[config.mk]
export PLATFORM = sky130hd
export DESIGN_NAME = uart_rx
export DESIGN_NICKNAME = d
export VERILOG_FILES = /design/src/rtl/uart_pkg.sv /design/src/rtl/sync_2ff.sv /design/src/rtl/uart_rx.sv
export SDC_FILE = /design/constraint.sdc
export NUM_CORES = 1
export LEC_CHECK = 0
export CORE_MARGIN = 5
export CORE_UTILIZATION = 54
export DETAILED_ROUTE_END_ITERATION = 6
export PLACE_DENSITY = 0.85
export SLEW_MARGIN = 20
export SYNTH_ARGS = -nofsm -noshare
export SYNTH_HDL_FRONTEND = slang
export SYNTH_HIERARCHICAL = 1
export SYNTH_SLANG_ARGS = --single-unit
export TNS_END_PERCENT = 20
[constraint.sdc]
create_clock -name clk -period 2.35 [get_ports clk]
set_input_delay 0.47 -clock clk [delete_from_list [all_inputs] [get_ports clk]]
set_output_delay 0.47 -clock clk [all_outputs]
set_load 0.01 [all_outputs]
[src/rtl/uart_pkg.sv]
// Shared UART definitions used by the receiver and the existing transmitter.
package uart_pkg;

    localparam int DATA_BITS = 8;

    typedef enum logic [1:0] {
        IDLE  = 2'd0,
        START = 2'd1,
        DATA  = 2'd2,
        STOP  = 2'd3
    } rx_state_t;

    function automatic int clks_per_bit(input int clk_freq, input int baud);
        return clk_freq / baud;
    endfunction

endpackage

[src/rtl/sync_2ff.sv]
// Two-flop synchroniser for a single asynchronous board input.
module sync_2ff #(
    parameter logic RESET_VAL = 1'b1
) (
    input  logic clk,
    input  logic reset,
    input  logic d,
    output logic q
);

    logic meta;

    always_ff @(posedge clk) begin
        if (!reset) begin
            meta <= RESET_VAL;
            q    <= RESET_VAL;
        end else begin
            meta <= d;
            q    <= meta;
        end
    end

endmodule

[src/rtl/uart_rx.sv]
// 8N1 UART receiver with mid-bit sampling, a one-byte holding register
// and sticky framing/overrun flags.
//
// state | meaning
// IDLE  | line idle, waiting for rxs low
// START | timing to the middle of the start bit, rejecting glitches
// DATA  | sampling eight data bits, LSB first, one per bit period
// STOP  | sampling the stop bit and loading the holding register
module uart_rx
    import uart_pkg::*;
#(
    parameter int CLK_FREQ  = 100_000_000,
    parameter int BAUD_RATE = 115_200
) (
    input  logic       clk,
    input  logic       reset,
    input  logic       rxd,
    output logic [7:0] rx_data,
    output logic       rx_valid,
    input  logic       rx_ack,
    output logic       frame_err,
    output logic       overrun,
    input  logic       err_clr
);

    localparam int CLKS_PER_BIT = clks_per_bit(CLK_FREQ, BAUD_RATE);
    localparam int CW           = $clog2(CLKS_PER_BIT);
    localparam int IW           = $clog2(DATA_BITS);

    localparam logic [CW-1:0] CNT_LAST = CW'(CLKS_PER_BIT - 1);
    localparam logic [CW-1:0] CNT_HALF = CW'(CLKS_PER_BIT / 2 - 1);
    localparam logic [IW-1:0] IDX_LAST = IW'(DATA_BITS - 1);

    localparam logic [1:0] S_IDLE  = 2'(IDLE);
    localparam logic [1:0] S_START = 2'(START);
    localparam logic [1:0] S_DATA  = 2'(DATA);
    localparam logic [1:0] S_STOP  = 2'(STOP);

    logic                 rxs;
    logic [1:0]           state;
    logic [CW-1:0]        clk_cnt;
    logic [IW-1:0]        bit_idx;
    logic [DATA_BITS-1:0] shift;
    logic                 stop_load;

    sync_2ff #(
        .RESET_VAL(1'b1)
    ) u_sync (
        .clk  (clk),
        .reset(reset),
        .d    (rxd),
        .q    (rxs)
    );

    assign stop_load = (state == S_STOP) && (clk_cnt == CNT_LAST);

    always_ff @(posedge clk) begin
        if (!reset) begin
            state   <= S_IDLE;
            clk_cnt <= '0;
            bit_idx <= '0;
            shift   <= '0;
        end else begin
            case (state)
                S_IDLE: begin
                    clk_cnt <= '0;
                    if (!rxs) begin
                        state <= S_START;
                    end
                end
                S_START: begin
                    if (clk_cnt == CNT_HALF) begin
                        clk_cnt <= '0;
                        bit_idx <= '0;
                        // A start bit that has gone high again by mid-bit was noise.
                        state   <= rxs ? S_IDLE : S_DATA;
                    end else begin
                        clk_cnt <= clk_cnt + CW'(1);
                    end
                end
                S_DATA: begin
                    if (clk_cnt == CNT_LAST) begin
                        clk_cnt <= '0;
                        shift   <= {rxs, shift[DATA_BITS-1:1]};
                        if (bit_idx == IDX_LAST) begin
                            state <= S_STOP;
                        end else begin
                            bit_idx <= bit_idx + IW'(1);
                        end
                    end else begin
                        clk_cnt <= clk_cnt + CW'(1);
                    end
                end
                S_STOP: begin
                    if (clk_cnt == CNT_LAST) begin
                        clk_cnt <= '0;
                        state   <= S_IDLE;
                    end else begin
                        clk_cnt <= clk_cnt + CW'(1);
                    end
                end
                default: begin
                    clk_cnt <= '0;
                    state   <= S_IDLE;
                end
            endcase
        end
    end

    // Error sets are written after the clear so a coincident event wins.
    always_ff @(posedge clk) begin
        if (!reset) begin
            rx_data   <= '0;
            rx_valid  <= 1'b0;
            frame_err <= 1'b0;
            overrun   <= 1'b0;
        end else begin
            if (err_clr) begin
                frame_err <= 1'b0;
                overrun   <= 1'b0;
            end
            if (stop_load) begin
                rx_data  <= shift;
                rx_valid <= 1'b1;
                if (!rxs) begin
                    frame_err <= 1'b1;
                end
                if (rx_valid && !rx_ack) begin
                    overrun <= 1'b1;
                end
            end else if (rx_ack) begin
                rx_valid <= 1'b0;
            end
        end
    end

endmodule

Word level (Yosys, flattened, before mapping):

Index checks and enable logic that the tools add are counted.

* add/subtract/negate cells: 2
* equality and inequality tests: 12
* mux-type cells: 22
* reduce and logical (&&, ||, !) cells: 10

Operator list (number)
* $pmux 10 s3: 1
* $mux 10: 2
* $mux 2: 6
* $add 10x1->10 const B: 1
* $eq 10x10->1 const B: 1
* $eq 10x9->1 const B: 1
* $ne 2x2->1 const B: 5
* $mux 3: 3
* $mux 1: 8
* $pmux 2 s4: 1
* $pmux 3 s2: 1
* $reduce_and 5->1: 1
* $eq 2x2->1 const B: 2
* $reduce_and 4->1: 1
* $reduce_bool 2->1: 2
* $add 3x1->3 const B: 1
* $eq 3x3->1 const B: 1
* $eq 2x1->1 const B: 1
* $logic_and 1x1->1: 2
* $logic_not 2->1: 1
* $ne 2x1->1 const B: 1
* $reduce_and 2->1: 1
* $reduce_or 2->1: 1
* $logic_not 1->1: 1

* flip-flop bits (word level): 36
* input bits: 5
* output and inout port bits: 11
* word-level logic and storage cells: 56

Depth between registers and ports, before layout:

Gate-level depths: netlist (run 1).

* depth after elaboration: 4
* depth in mapped cells: 6
* depth with buffers taken out: 6

Modules after synthesis:

Netlist (run 1), hierarchy kept.

By module, submodules not included
* uart_rx: times used 1, cells each 148, area an instance 1465.2 sq um, sequential area each 680.7 sq um
* sync_2ff: times used 1, cells each 4, area an instance 52.6 sq um, sequential area each 40.0 sq um

Least setup slack after synthesis (run 1):

OpenSTA, ideal clock, no wires.

* path kind: reg-to-reg
* from: register clk_cnt[0]
* to: register rx_data[1]
* library setup time: 0.072 ns
* arrival: 1.558 ns
* required time: 2.278 ns
* path slack: 0.720 ns
* cell stages (with the launch flop): 7
* path buffers: 1
* period minus slack after synthesis: 1.630 ns
* path through: dfxtp_1 ha_1 and4bb_1 and3_4 and3_4 buf_8 mux2i_1

* word-level cells in the longest chain between the ends: 2

RTL lines
* start: declaration: RTL line uart_rx.sv:41 `logic [CW-1:0] clk_cnt;`
* start signal: assignment: RTL line uart_rx.sv:78 `clk_cnt <= clk_cnt + CW'(1);`
* start signal: assignment: RTL line uart_rx.sv:91 `clk_cnt <= clk_cnt + CW'(1);`
* start signal: assignment: RTL line uart_rx.sv:99 `clk_cnt <= clk_cnt + CW'(1);`
* $eq 10x10->1: RTL line uart_rx.sv:55 `assign stop_load = (state == S_STOP) && (clk_cnt == CNT_LAST);`
* $logic_and 1x1->1: RTL line uart_rx.sv:55
* end signal: assignment: RTL line uart_rx.sv:123 `rx_data <= shift;`
* end: declaration: RTL line uart_rx.sv:18 `output logic [7:0] rx_data,`

Every way passes these cells.
A chain may end at the register's enable or synchronous reset.

Worst setup path in the final report (run 1):

Same ends and word-level chain as after synthesis.

==> impl_metrics.yaml, run 1 <==
run_status:
  status: "complete, no violations"
final_layout:
  area_growth_pct: 14.9
  regArea_um2: 721
  multi_input_area_um2: 751
  final_area_mm2: 0.00174
  fin_cells: 202
  finalNetCount: 179
  filler_cell_count: 226
  final_layout_size_suffix_gt1_share_pct: 10.5
  antennaDiodeCount: 0
clock_tree:
  htree_levels: 2
  clockBufferDepth: 2
  cts_buffers: 5
  holdBufCountCts: 0
  cts_setup_buffers: 0
  insertion_delay_ps: 340
  cts_sinks: 36
  cts-root-buf: "clkbuf_4"
  cts_tree: "yes"
  path_clk_slew_ps: 100
  cts_resized: 0
logic_synthesis:
  synth_warnings: 6
  synth_commonest_cells: "dfxtp_1 (36), nand2_1 (23), mux2i_1 (19)"
  synth_compound_area_share_pct: 5.19
  synthMuxAreaShare_pct: 12.5
  yosysTopAreaCell: "dfxtp_1"
  synth_area_mm2: 0.00152
  seq_area_frac_synth_pct: 47.5
  synth_most_common_cell: "dfxtp_1"
  yosysUniqueCellTypes: 35
  syn_nets: 161
  synth_top_family_by_area: "simple AND/OR/NAND/NOR gates"
  syn_area_per_cell_um2: 9.98
  synthTopCellsByArea: "dfxtp_1 (47%), mux2i_1 (13%), nand2_1 (5.7%)"
  synth-seq-cells: 36
  synth_edf_count: 0
  yosys_most_used_dff: "dfxtp_1"
  synth_xor_area_share_pct: 4.62
  synth-simple-area-share_pct: 23.8
  synthArstFlopShare_pct: 0
  postSynthCellCount: 152
  synthAdderAreaFrac_pct: 3.30
  synth_top_area_share_pct: 47.5
route:
  drtIter0Drc: 22
  wirelength_mm: 2.76
  firstDrtPassIters: 4
  drc: 0
  vias: 1114
  wl_per_cell_um: 13.7
  ant_nets: 0
  vias_per_cell: 5.51
floorplanning:
  dieArea_mm2: 0.00397
  row_count: 19
  coreArea_mm2: 0.00273
  die_x_um: 63.0
  fp.dieH_um: 63.0
  io_pins: 16
  initial_core_util_pct: 55.5
timing:
  skew_ps: 11.8
  setup_violations: 0
  finalSetupTns_ps: 0
  finalCritPeriodShare_pct: 77.2
  layout_min_cycle_time_ps: 1820
  clock.fmax_mhz: 551
  relSlewSlack_pct: 71.7
  rsz0062_at_grt: "false"
  worst_pin_slew_ps: 425
  hold_violations: 0
  setup_ws_ps: 535
  maxSlewViolCount: 0
global_route:
  grt_max_degree: 31
  grt_pass1_vias: 1115
  antenna_found_initial: 0
  grt_usage_pct: 14.8
  grt_pass1_wl_mm: 4.75
  grt_overflow_total: 0
power_and_ir_drop:
  vdd.ir_drop.worst_mv: 0.489
  power_density_mw_per_mm2: 560
  p_leak_nw: 0.671
worst_setup_path:
  worstPathMaxFanout: 12
  cpPeakStageDelay_ps: 440
  cp_cell_sequence: "ha_1, and4bb_1, and3_4, and3_4, mux2i_1"
  worstSetupEndpointType: "register"
  worstPathRequired_ps: 2610
  rrSetupSlack_ps: 530
  worstPathArrival_ps: 2080
  cp_common_cell: "and3_4"
  crit_type: "reg2reg"
  cp-start-kind: "register"
  cp_slowest_cell: "dfxtp_1"
placement:
  dp.final_hpwl_mm: 2.03
  post-place-ws_ps: 572
  placed_cell_area_mm2: 0.00168
  gp_congestion: 0.846
  port_buffers: 15
  placed_cells: 194
hold_path:
  hold_path_class: "reg2reg"
flow_run:
  drv_cap: 0
## layout by cell type (no fill, tap or decap)
cell             count
a21oi_1              1
a311oi_1             2
a31o_2               1
a31oi_1              1
a32o_1               1
and2_0               1
and3_1               3
and3_4               2
and4b_2              1
and4bb_1             1
and4bb_2             1
buf_4                1
clkbuf_4             5
clkbuf_8             1
clkdlybuf4s50_1     15
clkinv_2             2
dfxtp_1             36
ha_1                 4
inv_1                4
mux2i_1             19
nand2_1             23
nand2_2              1
nand2b_1             2
nand3_1              8
nand3b_1             1
nand4_1              3
nor2_1              13
nor2b_1              3
nor3b_1              1
nor3b_2              1
nor3b_4              1
o21a_1               1
o21ai_2              1
o22ai_1              1
o31a_1               1
xnor2_1              1
xor2_1               7
## cells by family (layout without fill, tap and decap cells)
group           Yosys count  after routing
mux                      19             19
buf+inv                   9             28
simple gates             66             66
flops                    36             36
compound gates           10             10
fa+ha+maj                 4              4
xor+xnor                  8              8
## per-stage QoR
stage	power (mW)	hold WS, ps	util, %
final	0.976	421	63.8
after floorplan	0.644	386	-
after detailed placement	0.656	396	61.6
after global routing	1.02	448	63.8
after global placement	0.654	392	61.6
after CTS	0.987	422	63.8
## per-layer routing
layer	track usage [%]	vias to the layer above	share of wire, %
met5	0	-	0
met4	5.57	0	1.7
met3	5.94	6	4.0
met2	26.2	16	52
met1	15.4	532	42
li1	-	560	-
## sequential cells by signal (all words and copies together) (netlist names), named ones only
name         flops
frame_err        1
rx_data          8
overrun          1
clk_cnt         10
shift            8
state            1
bit_idx          3
rx_valid         1
u_sync/q         1
u_sync/meta      1
## where the power goes
| group | switching (mW) | internal (mW) | leakage (nW) | total [mW] |
|---|---|---|---|---|
| clock | 0.192 | 0.142 | 0.0380 | 0.334 |
| sequential | 0.00336 | 0.613 | 0.291 | 0.616 |
| combinational | 0.0141 | 0.0118 | 0.343 | 0.0259 |
## worst max-delay path: cells and delay by family, from the launching register on
| family | cells | cell delay (ps) |
|---|---|---|
| fa+ha+maj | 1 | 310 |
| flops | 1 | 440 |
| mux | 1 | 220 |
| simple gates | 3 | 780 |
## final cells by class
class,instances,area share [%]
clock buffers,6,2.94
clock inverters,2,0.574
inverters,4,0.861
multi-input cells,107,43.0
flip-flops and latches,36,41.3
well taps,31,2.22
repair buffers,16,9.04
## final timing paths
path / cells after the start / startpoint / to
setup / recovery: 5 / clk_cnt[0] / rx_data[1]
hold / removal: 1 / u_sync/meta / u_sync/q
hold reg to reg: 1 / u_sync/meta / u_sync/q
setup reg to reg: 5 / clk_cnt[0] / rx_data[1]
No activity file was read; power rests on OpenSTA's default activity.
==> run 2, diff against run 1 <==
- CORE_UTILIZATION: 54 -> 49
- PLACE_DENSITY: 0.85 -> 0.81
- clock period: 2.35 -> 1.55 ns (I/O delays scaled with it)
==> run 2 against run 1 <==
Power rose by 56%. Count of clock-buffer cells in the layout grew 1. Critical path depth is 1 higher. Wire length grew 3.6%. Sequential cell count is the same. Critical path type unchanged. Largest cell class unchanged. Highest routed layer unchanged.
==> impl_metrics.yaml, run 2 (synthesized netlist as in run 1, its figures left out) <==
clock_tree:
  holdBufCountCts: 0
  cts_buffers: 5
  insertion_delay_ps: 340
  cts_sinks: 36
  path_clk_slew_ps: 100
  clockBufferDepth: 2
  cts-root-buf: "clkbuf_4"
  htree_levels: 2
  cts_tree: "yes"
global_route:
  grt_usage_pct: 14.8
  grt_pass1_wl_mm: 4.82
  grt_pass1_vias: 1091
  grt_max_degree: 20
  grt_overflow_total: 0
  antenna_found_initial: 0
final_layout:
  filler_cell_count: 257
  final_common_cell: "dfxtp_1"
  final_layout_size_suffix_gt1_share_pct: 18.8
  regMostFlops: "clk_cnt"
  regArea_um2: 728
  finalNetCount: 190
  biggestRegsByFlops: "clk_cnt: 10 flops, rx_data: 8 flops, shift: 8 flops"
  area_growth_pct: 24.2
  layout_common_cells: "dfxtp_1 (34), nand2_1 (23), mux2i_1 (19), nor2_1 (13), buf_4 (10)"
  largest_reg_flops: 10
  multi_input_area_um2: 790
  antennaDiodeCount: 0
  fin_util_pct: 62.8
route:
  vias: 1149
  firstDrtPassIters: 4
  wirelength_mm: 2.86
  vias_per_cell: 5.37
  drtIter0Drc: 37
  ant_nets: 0
  drc: 0
  wl_per_cell_um: 13.4
floorplanning:
  io_pins: 16
  row_count: 20
  dieArea_mm2: 0.00431
  die_x_um: 65.7
  coreArea_mm2: 0.00300
  initial_core_util_pct: 50.5
  fp.dieH_um: 65.7
power_and_ir_drop:
  power_density_mw_per_mm2: 808
  vdd.ir_drop.worst_mv: 0.631
  p_leak_nw: 0.841
run_status:
  status: "complete, no violations"
worst_setup_path:
  cp_common_cell: "and3_4"
  cp_cell_sequence: "ha_4, and4bb_1, and3_4, and3_4, buf_4, nor3b_2"
  rrSetupSlack_ps: 90
  worstPathRequired_ps: 1830
  worstSetupEndpointType: "register"
  worstPathMaxFanout: 6
  cpPeakStageDelay_ps: 370
  rr_worst_depth: 6
  cp-start-kind: "register"
  rr_startpoint: "clk_cnt[0]"
  crit_type: "reg2reg"
  worstPathArrival_ps: 1740
  cp_slowest_cell: "dfxtp_4"
timing:
  rsz0062_at_grt: "true"
  skew_ps: 5.24
  clock.fmax_mhz: 687
  hold_violations: 0
  relSlewSlack_pct: 80.8
  finalSetupTns_ps: 0
  finalCritPeriodShare_pct: 94.0
  setup_violations: 0
  layout_min_cycle_time_ps: 1460
  worst_pin_slew_ps: 288
  maxSlewViolCount: 0
hold_path:
  min_from: "u_sync/meta"
  hold_depth: 1
  min_to: "u_sync/q"
  hold_path_class: "reg2reg"
placement:
  dp.final_hpwl_mm: 2.03
  port_buffers: 15
  gp_congestion: 0.812
flow_run:
  drv_cap: 0
==> run 2: cell types whose count changed in the layout (fill, tap and decap cells not counted), moves of 2 or more <==
cell,before,now
clkinv_2,2,0
dlygate4sd2_1,0,7
buf_4,1,10
dlymetal6s2s_1,0,4
dfxtp_4,0,2
clkdlybuf4s50_1,15,4
dfxtp_1,36,34
==> run 2: what timing repair did <==
action / CTS / global route
buffers inserted: 0 / 2
endpoints found under the hold margin: 0 / 0
gates resized for setup: 7 / 10
setup endpoints to repair: 8 / 26
gates cloned: 0 / 1
pin swaps: 1 / 1
==> run 2: how the worst max path moves through the flow <==
stage / start / slack, ps / endpoint
2_1_floorplan: clk_cnt[0] / 50 / rx_data[1]
3_3_place_gp: clk_cnt[1] / 90 / overrun
3_5_place_dp: clk_cnt[1] / 20 / rx_data[0]
4_1_cts: rx_data[5] / 1 / rx_data[5]
5_1_grt: clk_cnt[1] / -50 / bit_idx[0]
6_report: clk_cnt[0] / 90 / register
==> run 2: power breakdown <==
| group | switching (mW) | leakage (nW) | internal, mW | total, mW |
|---|---|---|---|---|
| combinational | 0.0241 | 0.512 | 0.0258 | 0.0499 |
| sequential | 0.00512 | 0.292 | 0.926 | 0.931 |
| clock | 0.286 | 0.0374 | 0.257 | 0.543 |
==> run 2: layout make-up <==
class / count / share of cell area, %
multi-input cells: 108 / 41.9
well taps: 33 / 2.19
flip-flops and latches: 36 / 38.6
inverters: 4 / 0.796
clock buffers: 7 / 3.45
repair buffers: 26 / 13.1
==> run 2: layer usage <==
| metal | track usage, % | wire, um | vias to the layer above |
|---|---|---|---|
| li1 | - | - | 581 |
| met1 | 15.7 | 1190 | 538 |
| met2 | 24.8 | 1460 | 20 |
| met3 | 6.67 | 119 | 10 |
| met4 | 7.25 | 86 | 0 |
| met5 | 0 | 0 | - |
==> run 2: per-stage QoR <==
stage	hold slack (ps)	std cells	total power [mW]	setup slack (ps)	instance area [um2]
2_1_floorplan	383	152	0.977	50.5	1530
3_3_place_gp	399	204	1.00	88.9	1770
3_5_place_dp	409	204	1.00	23.8	1770
4_1_cts	432	211	1.56	1.24	1830
5_1_grt	455	214	1.59	-50.4	1890
6_report	423	214	1.52	93.4	1890
==> run 2: worst max-delay path: cells and delay by family (launching register included) <==
kind,cells,cell delay (ps)
adder cells (fa/ha/maj),1,160
buffers and inverters,1,140
flip-flops,1,370
AND/OR/NAND/NOR,4,730
